$ cat config.mk
export PLATFORM = sky130hd
export DESIGN_NAME = alu_result_buffer
export DESIGN_NICKNAME = d
export VERILOG_FILES = /design/src/rtl/alu_pkg.sv /design/src/rtl/sync_fifo.sv /design/src/rtl/alu_result_buffer.sv
export SDC_FILE = /design/constraint.sdc
export NUM_CORES = 1
export LEC_CHECK = 0
export ABC_AREA = 1
export ABC_CLOCK_PERIOD_IN_PS = 5800
export CAP_MARGIN = 20
export CORE_MARGIN = 2
export CORE_UTILIZATION = 60
export CTS_CLUSTER_DIAMETER = 100
export DETAILED_ROUTE_END_ITERATION = 8
export PLACE_DENSITY = 0.89
export REMOVE_ABC_BUFFERS = 1
export SETUP_SLACK_MARGIN = 0.3
export SKIP_LAST_GASP = 1
export SYNTH_ARGS = -nofsm -noshare
export SYNTH_HDL_FRONTEND = slang
export SYNTH_SLANG_ARGS = --single-unit
$ cat constraint.sdc
create_clock -name clk -period 5.8 [get_ports clk]
set_input_delay 1.16 -clock clk [delete_from_list [all_inputs] [get_ports clk]]
set_output_delay 1.16 -clock clk [all_outputs]
set_load 0.02 [all_outputs]
$ cat src/rtl/alu_pkg.sv
// -----------------------------------------------------------------------------
// alu_pkg
// Shared definitions for the 4-bit ALU and its downstream result buffer:
//   - ALU op-select encodings
//   - result data width
//   - buffered entry layout {perr, sel[2:0], data[DW-1:0]}
//   - parity re-check helper
// -----------------------------------------------------------------------------
package alu_pkg;

    localparam int DW    = 8;
    localparam int SEL_W = 3;

    // Entry layout inside the result FIFO, LSB first: data, sel, perr.
    localparam int ENTRY_W  = DW + SEL_W + 1;
    localparam int SEL_LSB  = DW;
    localparam int PERR_BIT = DW + SEL_W;

    typedef enum logic [2:0] {
        OP_NAND   = 3'b000,
        OP_NOR    = 3'b001,
        OP_XOR    = 3'b010,
        OP_ADD    = 3'b011,
        OP_SUB    = 3'b100,
        OP_SHL    = 3'b101,
        OP_SHR    = 3'b110,
        OP_ROTMUL = 3'b111
    } alu_op_e;

    typedef struct packed {
        logic             perr;
        logic [SEL_W-1:0] sel;
        logic [DW-1:0]    data;
    } entry_t;

    // High when the reported parity bit disagrees with the XOR of the data.
    function automatic logic parity_err(input logic [DW-1:0] data, input logic parity);
        return (^data) ^ parity;
    endfunction

endpackage

$ cat src/rtl/sync_fifo.sv
// -----------------------------------------------------------------------------
// sync_fifo
// Generic single-clock FIFO with show-ahead read. Occupancy is tracked with an
// explicit counter so full/empty never depend on pointer comparison.
// Ports:
//   clk, rst_n      clock, synchronous active-low reset (storage not reset)
//   push_i, wdata_i write request and data (ignored when full)
//   pop_i           read request (ignored when empty)
//   rdata_o         head entry, forced to zero while empty
//   count_o         occupancy 0..DEPTH
//   full_o, empty_o occupancy flags
// -----------------------------------------------------------------------------
module sync_fifo #(
    parameter int DEPTH = 8,
    parameter int AW    = 3,
    parameter int W     = 12
) (
    input  logic          clk,
    input  logic          rst_n,
    input  logic          push_i,
    input  logic [W-1:0]  wdata_i,
    input  logic          pop_i,
    output logic [W-1:0]  rdata_o,
    output logic [AW:0]   count_o,
    output logic          full_o,
    output logic          empty_o
);

    localparam logic [AW-1:0] PTR_ONE  = {{(AW-1){1'b0}}, 1'b1};
    localparam logic [AW:0]   CNT_ONE  = {{AW{1'b0}}, 1'b1};
    localparam logic [AW:0]   CNT_FULL = (AW+1)'(DEPTH);

    logic [W-1:0]  mem_q [DEPTH];
    logic [AW-1:0] wr_q, wr_d;
    logic [AW-1:0] rd_q, rd_d;
    logic [AW:0]   cnt_q, cnt_d;
    logic          do_push_s;
    logic          do_pop_s;

    assign full_o    = (cnt_q == CNT_FULL);
    assign empty_o   = (cnt_q == {(AW+1){1'b0}});
    assign count_o   = cnt_q;
    assign do_push_s = push_i & ~full_o;
    assign do_pop_s  = pop_i & ~empty_o;

    // Show-ahead head: never expose unwritten storage while empty.
    always_comb begin
        rdata_o = {W{1'b0}};
        if (empty_o) begin
            rdata_o = {W{1'b0}};
        end else begin
            rdata_o = mem_q[rd_q];
        end
    end

    // Next-state for pointers and occupancy; pointers wrap naturally.
    always_comb begin
        wr_d  = wr_q;
        rd_d  = rd_q;
        cnt_d = cnt_q;
        if (do_push_s) begin
            wr_d = wr_q + PTR_ONE;
        end else begin
            wr_d = wr_q;
        end
        if (do_pop_s) begin
            rd_d = rd_q + PTR_ONE;
        end else begin
            rd_d = rd_q;
        end
        case ({do_push_s, do_pop_s})
            2'b10:   cnt_d = cnt_q + CNT_ONE;
            2'b01:   cnt_d = cnt_q - CNT_ONE;
            default: cnt_d = cnt_q;
        endcase
    end

    // Pointer and occupancy registers.
    always_ff @(posedge clk) begin
        if (!rst_n) begin
            wr_q  <= {AW{1'b0}};
            rd_q  <= {AW{1'b0}};
            cnt_q <= {(AW+1){1'b0}};
        end else begin
            wr_q  <= wr_d;
            rd_q  <= rd_d;
            cnt_q <= cnt_d;
        end
    end

    // Storage write; a push in the reset cycle is dropped.
    always_ff @(posedge clk) begin
        if (rst_n && do_push_s) begin
            mem_q[wr_q] <= wdata_i;
        end
    end

endmodule

$ cat src/rtl/alu_result_buffer.sv
// -----------------------------------------------------------------------------
// alu_result_buffer
// Captures ALU results with their op select, re-checks the reported parity,
// queues {perr, sel, data} in a FIFO and drains it over valid/ready. Keeps a
// saturating count of accepted entries that failed the parity check.
// Ports:
//   clk, rst_n                        clock, synchronous active-low reset
//   in_valid/in_ready                 producer handshake (in_ready = !full)
//   alu_in, sel_in, parity_in         result, op select, reported parity
//   out_valid/out_ready               consumer handshake (out_valid = !empty)
//   out_data, out_sel, out_perr       head entry fields (zero while empty)
//   count, full, empty                occupancy status
//   clr_err, err_cnt                  error counter clear / value
// -----------------------------------------------------------------------------
module alu_result_buffer
    import alu_pkg::*;
#(
    parameter int DEPTH = 8,
    parameter int AW    = 3,
    parameter int DW    = alu_pkg::DW
) (
    input  logic          clk,
    input  logic          rst_n,
    input  logic          in_valid,
    output logic          in_ready,
    input  logic [DW-1:0] alu_in,
    input  logic [2:0]    sel_in,
    input  logic          parity_in,
    output logic          out_valid,
    input  logic          out_ready,
    output logic [DW-1:0] out_data,
    output logic [2:0]    out_sel,
    output logic          out_perr,
    output logic [AW:0]   count,
    output logic          full,
    output logic          empty,
    input  logic          clr_err,
    output logic [7:0]    err_cnt
);

    localparam int EW = DW + 4;

    logic          push_s;
    logic          pop_s;
    logic          perr_s;
    logic [EW-1:0] wentry_s;
    logic [EW-1:0] head_s;
    logic [7:0]    err_q, err_d;

    assign perr_s   = parity_err(alu_in, parity_in);
    assign wentry_s = {perr_s, sel_in, alu_in};
    assign in_ready = ~full;
    assign push_s   = in_valid & in_ready;
    assign out_valid = ~empty;
    assign pop_s    = out_valid & out_ready;

    sync_fifo #(
        .DEPTH (DEPTH),
        .AW    (AW),
        .W     (EW)
    ) u_fifo (
        .clk     (clk),
        .rst_n   (rst_n),
        .push_i  (push_s),
        .wdata_i (wentry_s),
        .pop_i   (pop_s),
        .rdata_o (head_s),
        .count_o (count),
        .full_o  (full),
        .empty_o (empty)
    );

    assign out_data = head_s[DW-1:0];
    assign out_sel  = head_s[DW+2:DW];
    assign out_perr = head_s[DW+3];

    // Error counter next-state: clear wins over a same-cycle increment.
    always_comb begin
        err_d = err_q;
        if (clr_err) begin
            err_d = 8'h00;
        end else if (push_s && perr_s && (err_q != 8'hFF)) begin
            err_d = err_q + 8'h01;
        end else begin
            err_d = err_q;
        end
    end

    // Error counter register.
    always_ff @(posedge clk) begin
        if (!rst_n) begin
            err_q <= 8'h00;
        end else begin
            err_q <= err_d;
        end
    end

    assign err_cnt = err_q;

endmodule

==> results of run 1 <==
-- state kept, by name, indices dropped and copies added, names as in the netlist, named ones only --
signal          count
u_fifo.rd_q         3
u_fifo.mem_q       96
err_cnt             8
u_fifo.wr_q         3
u_fifo.count_o      4
-- worst register-to-register path, cell delays in order, from the launching register on --
cell and delay [ns]:
dfxtp_1 0.36, nor2_1 0.18, nand3_1 0.67, nand2_1 0.31, inv_2 0.11, ha_1 0.27
xor2_1 0.18, ha_1 0.19, a21oi_1 0.19, xnor2_1 0.11, o21ai_0 0.15, inv_1 0.05
-- Yosys cell counts --
master / n / area share (%)
inv_2: 4 / 0.30
nor2_2: 1 / 0.12
nand2_4: 1 / 0.22
dfxtp_1: 21 / 8.3
o32ai_1: 24 / 4.1
nand4_1: 7 / 0.86
o21ai_0: 35 / 3.5
nand2_1: 40 / 3.0
a21oi_1: 9 / 0.89
nand2_2: 6 / 0.74
o21ai_1: 10 / 0.99
inv_1: 36 / 2.7
nor2_1: 127 / 9.4
edfxtp_1: 96 / 57
buf_8: 1 / 0.30
ha_1: 6 / 1.5
xor2_1: 4 / 0.69
xnor2_1: 4 / 0.69
buf_6: 4 / 0.89
clkbuf_1: 10 / 0.74
nand3_1: 13 / 1.3
nor3_1: 5 / 0.49
buf_2: 5 / 0.49
nand3_2: 5 / 0.99
buf_4: 1 / 0.15
-- kinds of logic (layout without fill, tap and decap cells) --
kind of cell | Yosys count | in the layout | synth area share, %
buffers and inverters | 61 | 126 | 5.523
AOI/OAI and AO/OA | 78 | 78 | 9.467
xor gates and xnor gates | 8 | 8 | 1.381
DFF | 117 | 117 | 65.09
adders and majority gates | 6 | 6 | 1.479
and+or+nand+nor | 205 | 205 | 17.06
-- area by class of cell --
class	instances	area, sq um	area share [%]
sequential	117	3303	53.00
multi-input combinational	297	1511	24.25
timing repair buffer	54	519.2	8.332
clock buffer	17	414.1	6.645
clock inverter	15	202.7	3.252
inverter	40	150.1	2.409
tap	105	131.4	2.108
-- stage by stage --
step	worst slack, ns	hold slack [ns]	area, sq um
6_report	1.548	0.4907	6232
3_5_place_dp	2.168	0.4711	5615
2_1_floorplan	2.631	0.4331	4945
5_1_grt	1.362	0.5097	6232
3_3_place_gp	2.278	0.4455	5604
4_1_cts	1.587	0.4852	6232
-- worst max-delay path by stage --
| stage | from | to | cells after the start |
|---|---|---|---|
| final | register | out_data[3] | 7 |
| after global routing | register | out_data[5] | 7 |
| after CTS | register | out_data[5] | 7 |
| after detailed placement | register | out_data[3] | 7 |
| after global placement | register | out_data[3] | 7 |
| after floorplan | register | out_data[0] | 5 |
-- per-layer routing --
layer  routed length (um)  part of all wire, %
met5                    0                    0
met4                  114                  1.0
met3                  878                  7.7
met2                 5966                   52
met1                 4489                   39
-- power breakdown --
part	switching [mW]	internal (mW)	total (mW)
Clock	0.371	0.701	1.07
Combinational	0.516	0.317	0.833
Sequential	0.0302	0.953	0.983
Total	0.917	1.97	2.89
==> out/qor.yml, run 1 <==
global_route.usage.met1_pct: 32.47
vias_per_cell: 5.704
synthCells: 475
ir_drop_mv: 0.3236
setup_viol_count_final: 0
clk_pin_slew_ns: 0.06
synth.lib_cells_used.distinct: 25
crit_path_start_kind: "register"
min_period_over_period_pct: 73.31
dieHeight_um: 95.97
pin_count_of_the_biggest_net_entering_global_routing: 50
cellLeakagePower_nw: 2.293
cts.htree.levels: 4
grt_setup_unrepaired: "no"
layoutNonFillerInstCount: 645
initialDrtViolationCount: 375
finalPower_mw: 2.888
r2r_end: "u_fifo.count_o[2]"
design.final.nets: 550
placeableCoreArea_sq_um: 8217
finalHoldViolCount: 0
timing.setup.tns_ns: 0
flow.area_growth_from_synthesis_pct: 22.81
crit_required_ns: 4.64
worst_clock_skew_ns: 0.006372
rows: 33
cts-resized-gates: 0
drt_drc_violations_left: 0
cts_tree: "done"
first_pass_grt_wire_length_mm: 17.93
grt_antenna_before_repair: 0
vias: 3679
die_area_sq_um: 9209
final_layout_size_suffix_gt1_share_pct: 11.67
io_buffers: 44
power_density_nw_per_um2: 463.4
hold_path_class: "register to register"
critical_path.reg2reg.startpoint: "u_fifo.count_o[1]"
number_of_buffers_inserted_during_clock_tree_synthesis: 17
pin_count: 45
clkLatencyLatePin_ns: 0.50
numPlacedInstances: 613
critical_path.cell_chain: "buf_4 -> inv_2 -> nor2_1 -> o32ai_1 -> nor2_1 -> nor2_1 -> clkdlybuf4s50_1"
max-clock-path-buffers: 2
globalRouteMet3Util_pct: 6.578
grt-busiest-layer: "met2"
crit_type: "register to output port"
via_count_of_the_first_global_routing_pass: 3675
gp_routability_congestion: 0.8320
finish.utilization_pct: 75.85
diodes: 0
combined_buffer_and_inverter_count_along_the_critical_path: 3
timing.critical_path.mode_cell: "nor2_1"
post-cts-setup-buffers: 0
slowest_stage: "inv_2"
synth_sequential_area_ratio_pct: 65.09
grt_resource_usage_total_pct: 26.60
fillers: 502
crit_path_max_fanout: 49
place.detailed.hpwl_mm: 6.545
worst_slew_pin_slew_ns: 0.8875
max_slew_margin_pct: 40.67
clock_root_buffer: "clkbuf_8"
first_pass_iters: 5
critical_path.top_delay_family: "buffers and inverters"
timing.reg2reg.setup_slack_ns: 2.92
cts.hold.buffers_added: 0
chipWidth_um: 95.97
grt_util_met2_pct: 45.80
clock_sinks: 117
reg2regPathDepth: 11
final-max-slew-violation-count: 0
timing.hold.worst_path_depth: 2
timing.critical_path.to_type: "output port"
run_status: "completed"
routed_wirelength_mm: 11.45
most-common-layout-cells: "127 x nor2_1, 96 x edfxtp_1, 44 x clkdlybuf4s50_1"
post_synth.cell_area_avg_sq_um: 10.68
register_bit_count_reported_by_yosys: 117
starting_density_of_the_core_pct: 61.76
drv_cap: 0
synth_warnings: 0
wire_per_inst_um: 17.75
critical-path-max-stage-delay_ns: 0.68
maxClockFrequency_mhz: 235.2
worst_hold_startpoint: "u_fifo.rd_q[2]"
postRouteAntennaNets: 0
netlist_area_sq_um: 5075
arrival_time_of_data_at_the_critical_path_endpoint_ns: 3.09
grt_overflow: 0
crit_path_time_final_ns: 4.252
commonest_non_fill_non_tap_cell_in_the_layout: "nor2_1"
(Power assumes the default switching activity.)
==> run 2, diff against run 1 <==
Settings changed: ABC_CLOCK_PERIOD_IN_PS 5800 to 3600, CORE_UTILIZATION 60 to 52, PLACE_DENSITY 0.89 to 0.82.
Clock period 5.8 ns to 3.6 ns, I/O delays scaled along.
==> run 2 against run 1 <==
  * Non-clock buffer count rose by 3
  * Clock skew down 0.00065 ns
  * Clock power increased by 51%
  * Power is 57% higher
  * Global-route usage down 4.3 points
  * Critical path depth rose by 1
  * Core utilization fell by 11 points
  * Combinational power rose by 60%
  * Largest cell class unchanged
==> out/qor.yml, run 2 (same netlist as run 1, synthesis figures left out) <==
critical_path.reg2reg.startpoint: "u_fifo.count_o[1]"
vias_per_cell: 5.481  # -3.9%
setup_viol_count_final: 0  # unchanged
vias: 3705  # +0.71%
maxClockFrequency_mhz: 313.0
place.detailed.hpwl_mm: 6.350  # -3.0%
commonest_non_fill_non_tap_cell_in_the_layout: "nor2_1"
routed_wirelength_mm: 10.86  # -5.1%
diodes: 0  # unchanged
worst_hold_startpoint: "u_fifo.rd_q[2]"
timing.setup.tns_ns: 0  # unchanged
critical_path.top_delay_family: "buffers and inverters"
crit_path_start_kind: "register"
cellLeakagePower_nw: 2.343  # +2.2%
max_slew_margin_pct: 67.32  # +27 points
pin_count_of_the_biggest_net_entering_global_routing: 50  # unchanged
worst_slew_pin_slew_ns: 0.4897  # -0.3978 ns
timing.critical_path.to_type: "output port"
critical_path.cell_chain: "buf_12 -> inv_6 -> buf_6 -> nor2_1 -> o32ai_1 -> nor2_1 -> nor2_1 -> clkdlybuf4s50_1"
grt_resource_usage_total_pct: 22.34  # -4.3 points
io_buffers: 44  # unchanged
timing.hold.worst_path_depth: 2  # unchanged
post-cts-setup-buffers: 0  # unchanged
critical-path-max-stage-delay_ns: 0.60  # -0.08 ns
clock_root_buffer: "clkbuf_8"
timing.reg2reg.setup_slack_ns: 1.12  # -1.80 ns
min_period_over_period_pct: 88.76
flow.area_growth_from_synthesis_pct: 23.92
r2r_end: "u_fifo.count_o[2]"
grt_overflow: 0  # unchanged
die_area_sq_um: 10570  # +15%
most-common-layout-cells: "127 x nor2_1, 96 x edfxtp_1, 40 x nand2_1"
wire_per_inst_um: 16.07  # -9.5%
largest_reg_flops: 96  # unchanged
hold_path_class: "register to register"
reg2regPathDepth: 11  # unchanged
postRouteAntennaNets: 0  # unchanged
cts.hold.buffers_added: 0  # unchanged
slowest_stage: "clkdlybuf4s50_1"
rows: 36  # +9.1%
timing.critical_path.mode_cell: "nor2_1"
combined_buffer_and_inverter_count_along_the_critical_path: 4  # +1
design.final.nets: 553  # +0.55%
gp_routability_congestion: 0.8187  # -1.6%
pin_count: 45  # unchanged
crit_required_ns: 2.88  # -1.76 ns
placeableCoreArea_sq_um: 9639  # +17%
ir_drop_mv: 0.3906  # +21%
final-max-slew-violation-count: 0  # unchanged
worst_clock_skew_ns: 0.005719  # -0.0006525 ns
clkLatencyLatePin_ns: 0.51  # about the same
starting_density_of_the_core_pct: 52.65  # -9.1 points
first_pass_grt_wire_length_mm: 17.40  # -2.9%
regMostFlops: "u_fifo.mem_q"
clock_sinks: 117  # unchanged
chipWidth_um: 102.8  # +7.1%
finish.utilization_pct: 65.24  # -11 points
clk_pin_slew_ns: 0.06  # about the same
arrival_time_of_data_at_the_critical_path_endpoint_ns: 2.48  # -0.61 ns
grt_setup_unrepaired: "yes"
final_layout_size_suffix_gt1_share_pct: 12.15  # +0.49 points
run_status: "completed"
crit_path_time_final_ns: 3.195
dieHeight_um: 102.8  # +7.1%
finalHoldViolCount: 0  # unchanged
initialDrtViolationCount: 238  # -37%
drv_cap: 0  # unchanged
power_density_nw_per_um2: 721.2  # +56%
grt_antenna_before_repair: 0  # unchanged
cts.htree.levels: 4  # unchanged
cts_tree: "done"
number_of_buffers_inserted_during_clock_tree_synthesis: 17  # unchanged
drt_drc_violations_left: 0  # unchanged
crit_path_max_fanout: 49  # unchanged
crit_type: "register to output port"
via_count_of_the_first_global_routing_pass: 3563  # -3.0%
first_pass_iters: 5  # unchanged
max-clock-path-buffers: 2  # unchanged
[run 2: how the worst max path moves through the flow]
stage	startpoint	end	slack [ns]	cells past startpoint
finish	register	out_sel[2]	0.40	8
global placement	register	out_data[1]	0.76	8
CTS	register	out_sel[1]	0.30	8
floorplan	register	out_data[0]	0.87	5
detailed placement	register	out_data[1]	0.67	8
global route	register	out_sel[1]	0.24	8
[run 2: layer usage]
metal | wire, um | vias to the layer above | global-route usage [%] | part of all wire (%)
met4 | 206 | 0 | 7.996 | 1.9
li1 | - | 1768 | - | -
met5 | 0 | - | 0 | 0
met2 | 5339 | 161 | 37.25 | 49
met1 | 4536 | 1749 | 28.51 | 42
met3 | 778 | 27 | 5.763 | 7.2
[run 2: cell type report]
type | count | area [sq um]
clock buffers | 17 | 414.1
clock inverters | 15 | 166.4
fillers | 727 | 3351
inverters | 40 | 155.1
multi-input cells | 297 | 1516
flip-flops and latches | 117 | 3303
well taps | 133 | 166.4
repair buffers | 57 | 566.8
[run 2: where the power goes]
group	total (mW)	switching, mW	leakage (nW)	internal (mW)
sequential	1.58	0.0459	1.04	1.54
clock	1.62	0.624	0.279	0.999
combinational	1.33	0.811	1.03	0.520
[run 2: what timing repair did]
item	in CTS	in global routing
gates cloned	0	0
resized for setup	5	6
setup endpoints to repair	12	8
[run 2: through the flow]
stage | setup WS [ns] | std cells | cell area (sq um) | hold slack [ns] | total power [mW]
after global routing | 0.2354 | 676 | 6289 | 0.4784 | 4.761
final | 0.4046 | 676 | 6289 | 0.4581 | 4.535
after floorplan | 0.8715 | 454 | 4945 | 0.4331 | 2.397
after detailed placement | 0.6726 | 644 | 5682 | 0.4493 | 2.928
after CTS | 0.3013 | 676 | 6271 | 0.4604 | 4.548
after global placement | 0.7603 | 644 | 5682 | 0.4448 | 2.883
[run 2: worst register-to-register path: cells and delay by family, from the launching register on]
kind            cells  cell delay, ns
flops               1            0.37
xor+xnor            2            0.26
fa+ha+maj           2            0.44
buf+inv             2            0.15
compound gates      2            0.33
simple gates        3            0.82
